File: src/rtl/regfile_wr_arbiter_pkg.sv
// -----------------------------------------------------------------------------
// regfile_wr_arbiter_pkg
//   Shared constants and types for the register-file write-port arbiter.
//   NREQ writers share one write port: ALU writeback, load unit, debug port.
//   Contents:
//     NREQ, DW, AW      - writer count, data width, register address width
//     GW                - width of a writer index / grant index
//     grant_idx_t       - writer index type (also the priority pointer type)
//     REQ_ALU/LOAD/DBG  - writer IDs
//     next_ptr()        - round-robin pointer advance with wrap to 0
// -----------------------------------------------------------------------------
package regfile_wr_arbiter_pkg;

   localparam int NREQ = 3;
   localparam int DW   = 8;
   localparam int AW   = 3;
   localparam int GW   = 2;

   typedef logic [GW-1:0] grant_idx_t;

   localparam grant_idx_t REQ_ALU  = 2'd0;
   localparam grant_idx_t REQ_LOAD = 2'd1;
   localparam grant_idx_t REQ_DBG  = 2'd2;

   // Pointer moves to the writer just after the one granted, so that writer
   // becomes lowest priority for the next arbitration.
   function automatic grant_idx_t next_ptr(input grant_idx_t idx);
      grant_idx_t nxt;
      if (idx >= grant_idx_t'(NREQ - 1)) begin
         nxt = '0;
      end else begin
         nxt = idx + 1'b1;
      end
      return nxt;
   endfunction

endpackage

File: src/rtl/regfile_wr_arbiter_rr_pick.sv
// -----------------------------------------------------------------------------
// regfile_wr_arbiter_rr_pick
//   Combinational round-robin picker. Searches valid[] starting at ptr and
//   wrapping modulo NREQ; the first set bit wins.
//   Ports:
//     valid     in  NREQ  per-writer request
//     ptr       in  GW    index with highest priority this cycle
//     grant     out NREQ  one-hot winner (all zero when nothing valid)
//     grant_idx out GW    index of the winner (0 when nothing valid)
//     grant_any out 1     some writer won
// -----------------------------------------------------------------------------
module regfile_wr_arbiter_rr_pick
   import regfile_wr_arbiter_pkg::*;
(
   input  logic [NREQ-1:0] valid,
   input  grant_idx_t      ptr,
   output logic [NREQ-1:0] grant,
   output grant_idx_t      grant_idx,
   output logic            grant_any
);

   localparam int CW = GW + 1;

   // cand_idx[k] is the writer examined at search position k: (ptr + k) mod NREQ.
   logic [CW-1:0] cand_sum [NREQ];
   grant_idx_t    cand_idx [NREQ];

   generate
      for (genvar gi = 0; gi < NREQ; gi++) begin : g_cand
         assign cand_sum[gi] = {1'b0, ptr} + CW'(gi);
         assign cand_idx[gi] = (cand_sum[gi] >= CW'(NREQ))
                               ? GW'(cand_sum[gi] - CW'(NREQ))
                               : GW'(cand_sum[gi]);
      end
   endgenerate

   always_comb begin
      grant     = '0;
      grant_idx = '0;
      grant_any = 1'b0;
      for (int k = 0; k < NREQ; k++) begin
         if (!grant_any && valid[cand_idx[k]]) begin
            grant_any             = 1'b1;
            grant_idx             = cand_idx[k];
            grant[cand_idx[k]]    = 1'b1;
         end
      end
   end

endmodule

File: src/rtl/regfile_wr_arbiter.sv
// -----------------------------------------------------------------------------
// regfile_wr_arbiter
//   Shares the register file's single synchronous write port between the ALU
//   writeback (0), load unit (1) and debug port (2) with round-robin
//   arbitration and a valid/ready handshake. The write port is driven from
//   registers, so a write granted at edge T is presented during cycle T+1 and
//   committed by the register file at edge T+1. That in-flight write is
//   forwarded onto both read ports.
//   Ports:
//     clk, rst              clock, synchronous active-high reset
//     req_valid/req_ready   per-writer handshake (ready is combinational)
//     req_addr, req_data    flattened per-writer address / data
//     rf_we/waddr/wdata     registered register-file write port
//     grant_id              writer behind the current rf_we (registered)
//     rd1_addr, rd2_addr    read addresses (also go to the register file)
//     rf_rdata1, rf_rdata2  raw register-file read data
//     rd1_data, rd2_data    read data with the pending write forwarded
// -----------------------------------------------------------------------------
module regfile_wr_arbiter
   import regfile_wr_arbiter_pkg::*;
(
   input  logic               clk,
   input  logic               rst,
   input  logic [NREQ-1:0]    req_valid,
   output logic [NREQ-1:0]    req_ready,
   input  logic [NREQ*AW-1:0] req_addr,
   input  logic [NREQ*DW-1:0] req_data,
   output logic               rf_we,
   output logic [AW-1:0]      rf_waddr,
   output logic [DW-1:0]      rf_wdata,
   output logic [1:0]         grant_id,
   input  logic [AW-1:0]      rd1_addr,
   input  logic [AW-1:0]      rd2_addr,
   input  logic [DW-1:0]      rf_rdata1,
   input  logic [DW-1:0]      rf_rdata2,
   output logic [DW-1:0]      rd1_data,
   output logic [DW-1:0]      rd2_data
);

   // ---------------------------------------------------------------------------
   // Unpack the flattened writer buses
   // ---------------------------------------------------------------------------
   logic [AW-1:0] wr_addr [NREQ];
   logic [DW-1:0] wr_data [NREQ];

   generate
      for (genvar gi = 0; gi < NREQ; gi++) begin : g_unpack
         assign wr_addr[gi] = req_addr[gi*AW +: AW];
         assign wr_data[gi] = req_data[gi*DW +: DW];
      end
   endgenerate

   // ---------------------------------------------------------------------------
   // State
   // ---------------------------------------------------------------------------
   grant_idx_t    ptr_q,      ptr_d;
   logic          rf_we_q,    rf_we_d;
   logic [AW-1:0] rf_waddr_q, rf_waddr_d;
   logic [DW-1:0] rf_wdata_q, rf_wdata_d;
   grant_idx_t    grant_id_q, grant_id_d;

   // ---------------------------------------------------------------------------
   // Arbitration
   // ---------------------------------------------------------------------------
   logic [NREQ-1:0] pick_grant;
   grant_idx_t      pick_idx;
   logic            pick_any;
   logic            handshake;

   regfile_wr_arbiter_rr_pick u_rr_pick (
      .valid     (req_valid),
      .ptr       (ptr_q),
      .grant     (pick_grant),
      .grant_idx (pick_idx),
      .grant_any (pick_any)
   );

   // Ready is withheld during reset so no writer believes it transferred a
   // write that the write stage is about to discard.
   assign req_ready = rst ? '0 : pick_grant;
   assign handshake = pick_any && !rst;

   always_comb begin
      ptr_d      = ptr_q;
      rf_we_d    = 1'b0;
      rf_waddr_d = rf_waddr_q;
      rf_wdata_d = rf_wdata_q;
      grant_id_d = grant_id_q;
      if (handshake) begin
         ptr_d      = next_ptr(pick_idx);
         rf_we_d    = 1'b1;
         rf_waddr_d = wr_addr[pick_idx];
         rf_wdata_d = wr_data[pick_idx];
         grant_id_d = pick_idx;
      end
   end

   // A write presented in the reset cycle still shows rf_we=1 for that cycle,
   // so the register file commits it at the same edge these registers clear.
   always_ff @(posedge clk) begin
      if (rst) begin
         ptr_q      <= '0;
         rf_we_q    <= 1'b0;
         rf_waddr_q <= '0;
         rf_wdata_q <= '0;
         grant_id_q <= '0;
      end else begin
         ptr_q      <= ptr_d;
         rf_we_q    <= rf_we_d;
         rf_waddr_q <= rf_waddr_d;
         rf_wdata_q <= rf_wdata_d;
         grant_id_q <= grant_id_d;
      end
   end

   assign rf_we    = rf_we_q;
   assign rf_waddr = rf_waddr_q;
   assign rf_wdata = rf_wdata_q;
   assign grant_id = grant_id_q;

   // ---------------------------------------------------------------------------
   // Forwarding: the register file only holds the pending write after the
   // next edge, so a read of that address this cycle must see the new data.
   // ---------------------------------------------------------------------------
   assign rd1_data = (rf_we_q && (rf_waddr_q == rd1_addr)) ? rf_wdata_q : rf_rdata1;
   assign rd2_data = (rf_we_q && (rf_waddr_q == rd2_addr)) ? rf_wdata_q : rf_rdata2;

endmodule

File: config.mk
export PLATFORM = sky130hd
export DESIGN_NAME = regfile_wr_arbiter
export DESIGN_NICKNAME = d
export VERILOG_FILES = /design/src/rtl/regfile_wr_arbiter_pkg.sv /design/src/rtl/regfile_wr_arbiter_rr_pick.sv /design/src/rtl/regfile_wr_arbiter.sv
export SDC_FILE = /design/constraint.sdc
export NUM_CORES = 1
export LEC_CHECK = 0
export CORE_ASPECT_RATIO = 1.5
export CORE_MARGIN = 2
export CORE_UTILIZATION = 38
export CTS_CLUSTER_DIAMETER = 120
export CTS_CLUSTER_SIZE = 16
export DETAILED_ROUTE_END_ITERATION = 8
export GPL_TIMING_DRIVEN = 0
export HOLD_SLACK_MARGIN = 0.03
export PLACE_DENSITY = 0.82
export SLEW_MARGIN = 20
export SYNTH_ARGS = -nofsm -noshare
export SYNTH_HDL_FRONTEND = slang
export SYNTH_SLANG_ARGS = --single-unit
export TNS_END_PERCENT = 10
File: constraint.sdc
create_clock -name clk -period 3.97 [get_ports clk]
set_input_delay 1.191 -clock clk [delete_from_list [all_inputs] [get_ports clk]]
set_output_delay 1.191 -clock clk [all_outputs]
set_load 0.02 [all_outputs]
**Word level (Yosys, flattened, before mapping)**

Cells that the tools add are included.

- Bitwise operators: 3
- Order comparisons: 11
- Equal/unequal tests: 2
- Muxes and demuxes: 35
- Reductions and logical operators: 11
- Add/sub/neg operators: 6

Operators by type and width:

| operator | count |
|---|---|
| $mux W8 | 4 |
| $mux W3 | 6 |
| $bmux W8 S2 | 1 |
| $mux W2 | 7 |
| $mux W1 | 10 |
| $lt A2 B3 Y1 const B | 3 |
| $logic_and A1 B1 Y1 | 8 |
| $bmux W1 S2 | 3 |
| $bmux W3 S2 | 1 |
| $demux W1 S2 | 3 |
| $eq A3 B3 Y1 | 2 |
| $ge A2 B1 Y1 const B | 3 |
| $ge A3 B2 Y1 const B | 2 |
| $or A3 B3 Y3 | 2 |
| $sub A2 B2 Y2 const B | 3 |
| $ge A2 B2 Y1 const B | 2 |
| $add A2 B1 Y3 const B | 1 |
| $add A2 B2 Y3 const B | 1 |
| $ge A3 B3 Y1 const B | 1 |
| $logic_not A1 Y1 | 3 |
| $not A2 Y3 | 1 |
| $add A2 B1 Y2 const B | 1 |

- Output and inout port bits: 33
- Input bits: 60
- Logic and storage cells: 73
- Register bits: 16

**Logic depth before layout (Yosys ltp)**

- Word-level depth: 15
- Depth in mapped cells: 9
- Depth with buffers taken out: 7

**Modules after synthesis**

From an unflattened synthesis, not the netlist that was laid out.

- Cells, all modules: 155
- Area, all modules: 1,423.9 µm²

By module, submodules not included:

| module | area each (µm²) | seq. area each (µm²) | times used | cells an instance |
|---|---|---|---|---|
| regfile_wr_arbiter | 1,142.3 | 320.3 | 1 | 118 |
| regfile_wr_arbiter_rr_pick | 281.5 | 0.0 | 1 | 37 |

**Worst setup path before layout**

Ideal clock, no wire load.

- Path kind: input to output
- Start point: input port req_valid[2]
- End point: output port req_ready[1]
- Required time: 2,779 ps
- Path buffers: 2
- Stages: 7
- Arrival: 2,756 ps
- Setup slack: 23 ps
- Path through: buf_2 mux2i_1 or3b_1 buf_4 o21ai_0 nand2_1 a211oi_1

- Cells in the longest elaborated chain, start to end: 10
- Elaborated cells between the ends (all ways): 18
- Classes of those cells: mux: 12; bitwise: 2; reduce/logical: 4

Ends and longest elaborated chain:

| element | RTL line | source |
|---|---|---|
| from (decl) | regfile_wr_arbiter.sv:24 | `input logic [NREQ-1:0] req_valid,` |
| $bmux W1 S2 | regfile_wr_arbiter_rr_pick.sv:42 | `if (!grant_any && valid[cand_idx[k]]) begin` |
| $mux W1 (not written as such) | regfile_wr_arbiter_rr_pick.sv:42 |  |
| $mux W1 | regfile_wr_arbiter_rr_pick.sv:42 |  |
| $logic_not A1 Y1 | regfile_wr_arbiter_rr_pick.sv:42 |  |
| $logic_and A1 B1 Y1 | regfile_wr_arbiter_rr_pick.sv:42 |  |
| $mux W1 | regfile_wr_arbiter_rr_pick.sv:42 |  |
| $logic_not A1 Y1 | regfile_wr_arbiter_rr_pick.sv:42 |  |
| $logic_and A1 B1 Y1 | regfile_wr_arbiter_rr_pick.sv:42 |  |
| $mux W3 * | regfile_wr_arbiter_rr_pick.sv:42 |  |
| $mux W3 * | regfile_wr_arbiter.sv:80 | `assign req_ready = rst ? '0 : pick_grant;` |
| to (decl) | regfile_wr_arbiter.sv:25 | `output logic [NREQ-1:0] req_ready,` |

Mark *: on every way between the ends. The rest lies on a longest branch, timed or not. The select of a mux whose other input is x is not followed.

**Worst setup path in the final report**

- Start point: input port rd2_addr[0]
- End point: output port rd2_data[5]

- Cells in the longest elaborated chain, start to end: 3

Ends and longest elaborated chain:

| element | RTL line | source |
|---|---|---|
| from (decl) | regfile_wr_arbiter.sv:33 | `input logic [AW-1:0] rd2_addr,` |
| $eq A3 B3 Y1 | regfile_wr_arbiter.sv:126 | `assign rd2_data = (rf_we_q && (rf_waddr_q == rd2_addr)) ? rf_wdata_q : rf_rdata2;` |
| $logic_and A1 B1 Y1 | regfile_wr_arbiter.sv:126 |  |
| $mux W8 | regfile_wr_arbiter.sv:126 |  |
| to (decl) | regfile_wr_arbiter.sv:37 | `output logic [DW-1:0] rd2_data` |

No other way between the ends.

==> out/results.txt <==
Run status -> finished, final reports clean
DRT Wirelength -> 4.883 mm
Initial antenna violation count -> 0
Area of the mapped netlist -> 0.001530 mm^2
Mean Syn Cell Area -> 8.271 um^2
Post-synthesis compound-gate area fraction -> 0.3491
Req. time, crit path -> 2.78 ns
Seq cells post-synth -> 16
Final setup margin -> 0.09704 ns
Global-route usage over all layers -> 0.2126
Post-route ant nets -> 0
Final period util -> 0.9756
Largest family of logic cells by synthesized area -> compound AO/OA/AOI/OAI gates
Fin. Hold Viols -> 0
Dpl ws -> -0.8494 ns
CP Launch Type -> input pin
Finish-stage setup viols -> 0
Pre-Repair DR Iteration Count -> 4
DP HPWL -> 4.015 mm
Hold path cells -> 2
FF-to-FF Start -> ptr_q[0]$_SDFFE_PP0P_
Max-slew headroom -> 0.7033
RSZ-0062 raised after global routing -> false
Most frequent cells in the layout -> clkdlybuf4s50_1 (69), nand2_1 (18), dlygate4sd2_1 (17), mux2_2 (16), dfxtp_1 (16)
Critical Path Start -> rd2_addr[0]
Synth Area in Adders -> 0.03271
CP max-delay cell -> clkdlybuf4s50_1
Mapped Cells -> 185
Placement-stage cell area -> 0.002477 mm^2
Commonest non-fill, non-tap cell in the layout -> clkdlybuf4s50_1
RePlAce Congestion -> 0.8934
Core area -> 0.003889 mm^2
Clk Latency, worst-skew pair -> 0.25 ns
CTS sink count -> 16
Pwr dens -> 626.2 mW/mm^2
Largest net degree at the start of global routing -> 11
N_diodes -> 0
DRC -> 0
Synth Area in XOR/XNOR -> 0.03434
CP max stage delay -> 0.42 ns
Arr. time, crit path -> 2.68 ns
P_leak -> 0.9998 nW
Initial Utilization -> 0.3935
Distinct cell type count after synthesis -> 42
Hold wc startpoint -> grant_id[0]$_SDFFE_PP0P_
Peak VDD IR -> 0.4090 mV
Max-slew violations -> 0
Final core utilization -> 0.6535
Actual slew at the worst max-slew pin -> 0.4431 ns
Vias in the first global route -> 1681
Simple-gate share of the synthesized area -> 0.1447
Clock skew -> 0.0004110 ns
Pwr Total -> 1.591 mW
Global route overflow -> 0
Final nets -> 346
I/O pin count -> 93
Filler cell count -> 334
Post-CTS Hold Fix Bufs -> 0
Ys async rst share -> 0
Post-synth EDFFs -> 0
CTS tree -> done
Total number of vias -> 1791
CTS H-tree depth -> 1
Synth Flop Type -> dfxtp_1
First-pass GRT wire length -> 7.762 mm
Port bufs -> 89
Max Buffers Root-to-Sink -> 2
Element type at the critical path end -> output pin
Area delta synth->final -> 66.07%
Vias per cell -> 5.494
YS warnings -> 0
Fmax -> 258.2 MHz
Die Y -> 81.72 um
CP Class -> input pin to output pin
Total Neg Setup Slack -> 0 ns
Hold Path Class -> register to register
Post-synthesis mux area share -> 0.1374
1st-iter DRT viols -> 44
WL/cell -> 14.98 um
Register-to-Register Path Depth -> 9
Clock transition at path regs -> 0.06 ns
CTS Buf Count -> 3
Post-synth net total -> 249
Min Tclk post-route -> 3.873 ns
Finished layout cell area -> 0.002541 mm^2
Row count -> 28
Share of layout cells above drive strength 1 -> 0.1993
Max cap viols -> 0
Worst-path fanout max -> 8
Chip width -> 55.82 um
Die area -> 0.004561 mm^2
Sequential area share after synthesis -> 0.2093
Root Buffer -> clkbuf_8
CP cell instances -> clkdlybuf4s50_1 -> xnor2_1 -> nand4_1 -> buf_4 -> mux2_2 -> dlygate4sd2_1
[synth_stat cells (4+ instances only)]
library cell,count,share of area
nand2_1,18,0.044
a211oi_1,14,0.069
o21ai_1,10,0.033
ha_1,4,0.033
clkbuf_1,4,0.0098
xnor2_1,6,0.034
a21oi_1,5,0.016
dfxtp_1,16,0.21
buf_4,6,0.029
o21ai_0,15,0.049
a211oi_2,9,0.074
mux2_2,16,0.12
inv_1,13,0.032
[flip-flops by register name (all words and copies together) (netlist names)]
signal	cells
rf_wdata	8
rf_waddr	3
grant_id	2
ptr_q	2
rf_we	1
[repair_timing]
item,CTS,global route
resized for setup,33,6
pin swaps,2,2
setup buffers,2,1
setup endpoints to repair,19,2
[cell families after synthesis]
group | count (synthesis)
adders and majority gates | 4
AOI/OAI and AO/OA | 72
muxes | 19
DFF | 16
and+or+nand+nor | 41
xor gates and xnor gates | 6
buffers and inverters | 27
[critical path, delay by kind of cell]
family,cells,cell delay (ns)
AND/OR/NAND/NOR,1,0.09
XOR/XNOR,1,0.13
buffers and inverters,3,0.91
multiplexers,1,0.35
[layer usage]
metal,global-route usage,vias up,share of wire
li1,-,875,-
met1,0.2248,832,0.38
met2,0.4274,75,0.55
met3,0.02677,9,0.053
met4,0.07619,0,0.017
met5,0,-,0
[power by group]
group	total (mW)	internal [mW]	switching (mW)
clock network	0.145	0.0881	0.0573
registers	0.290	0.227	0.0627
logic	1.16	0.539	0.617
[worst paths after layout]
path,to,slack (ns)
hold / removal,grant_id[0]$_SDFFE_PP0P_,0.46
hold reg to reg,grant_id[0]$_SDFFE_PP0P_,0.46
setup / recovery,rd2_data[5],0.1
setup reg to reg,rf_wdata[0]$_SDFFE_PP0P_,1.54
[layout make-up]
cell class,count,area (um^2),area share
Clock buffer,4,55.05,0.02166
Timing Repair Buffer,92,879.6,0.3461
Tap cell,45,56.30,0.02216
Buffer,14,96.34,0.03791
Inverter,13,48.80,0.01920
Sequential cell,16,320.3,0.1260
Multi-Input combinational cell,142,1085,0.4269
[metrics by stage]
step | hold WS (ns) | cells
final | 0.4614 | 326
after global routing | 0.5018 | 326
after CTS | 0.4674 | 325
after detailed placement | 0.4589 | 319
after global placement | 0.4572 | 319
after floorplan | 0.4983 | 185
Note: power is estimated with default switching activity, not from simulation.
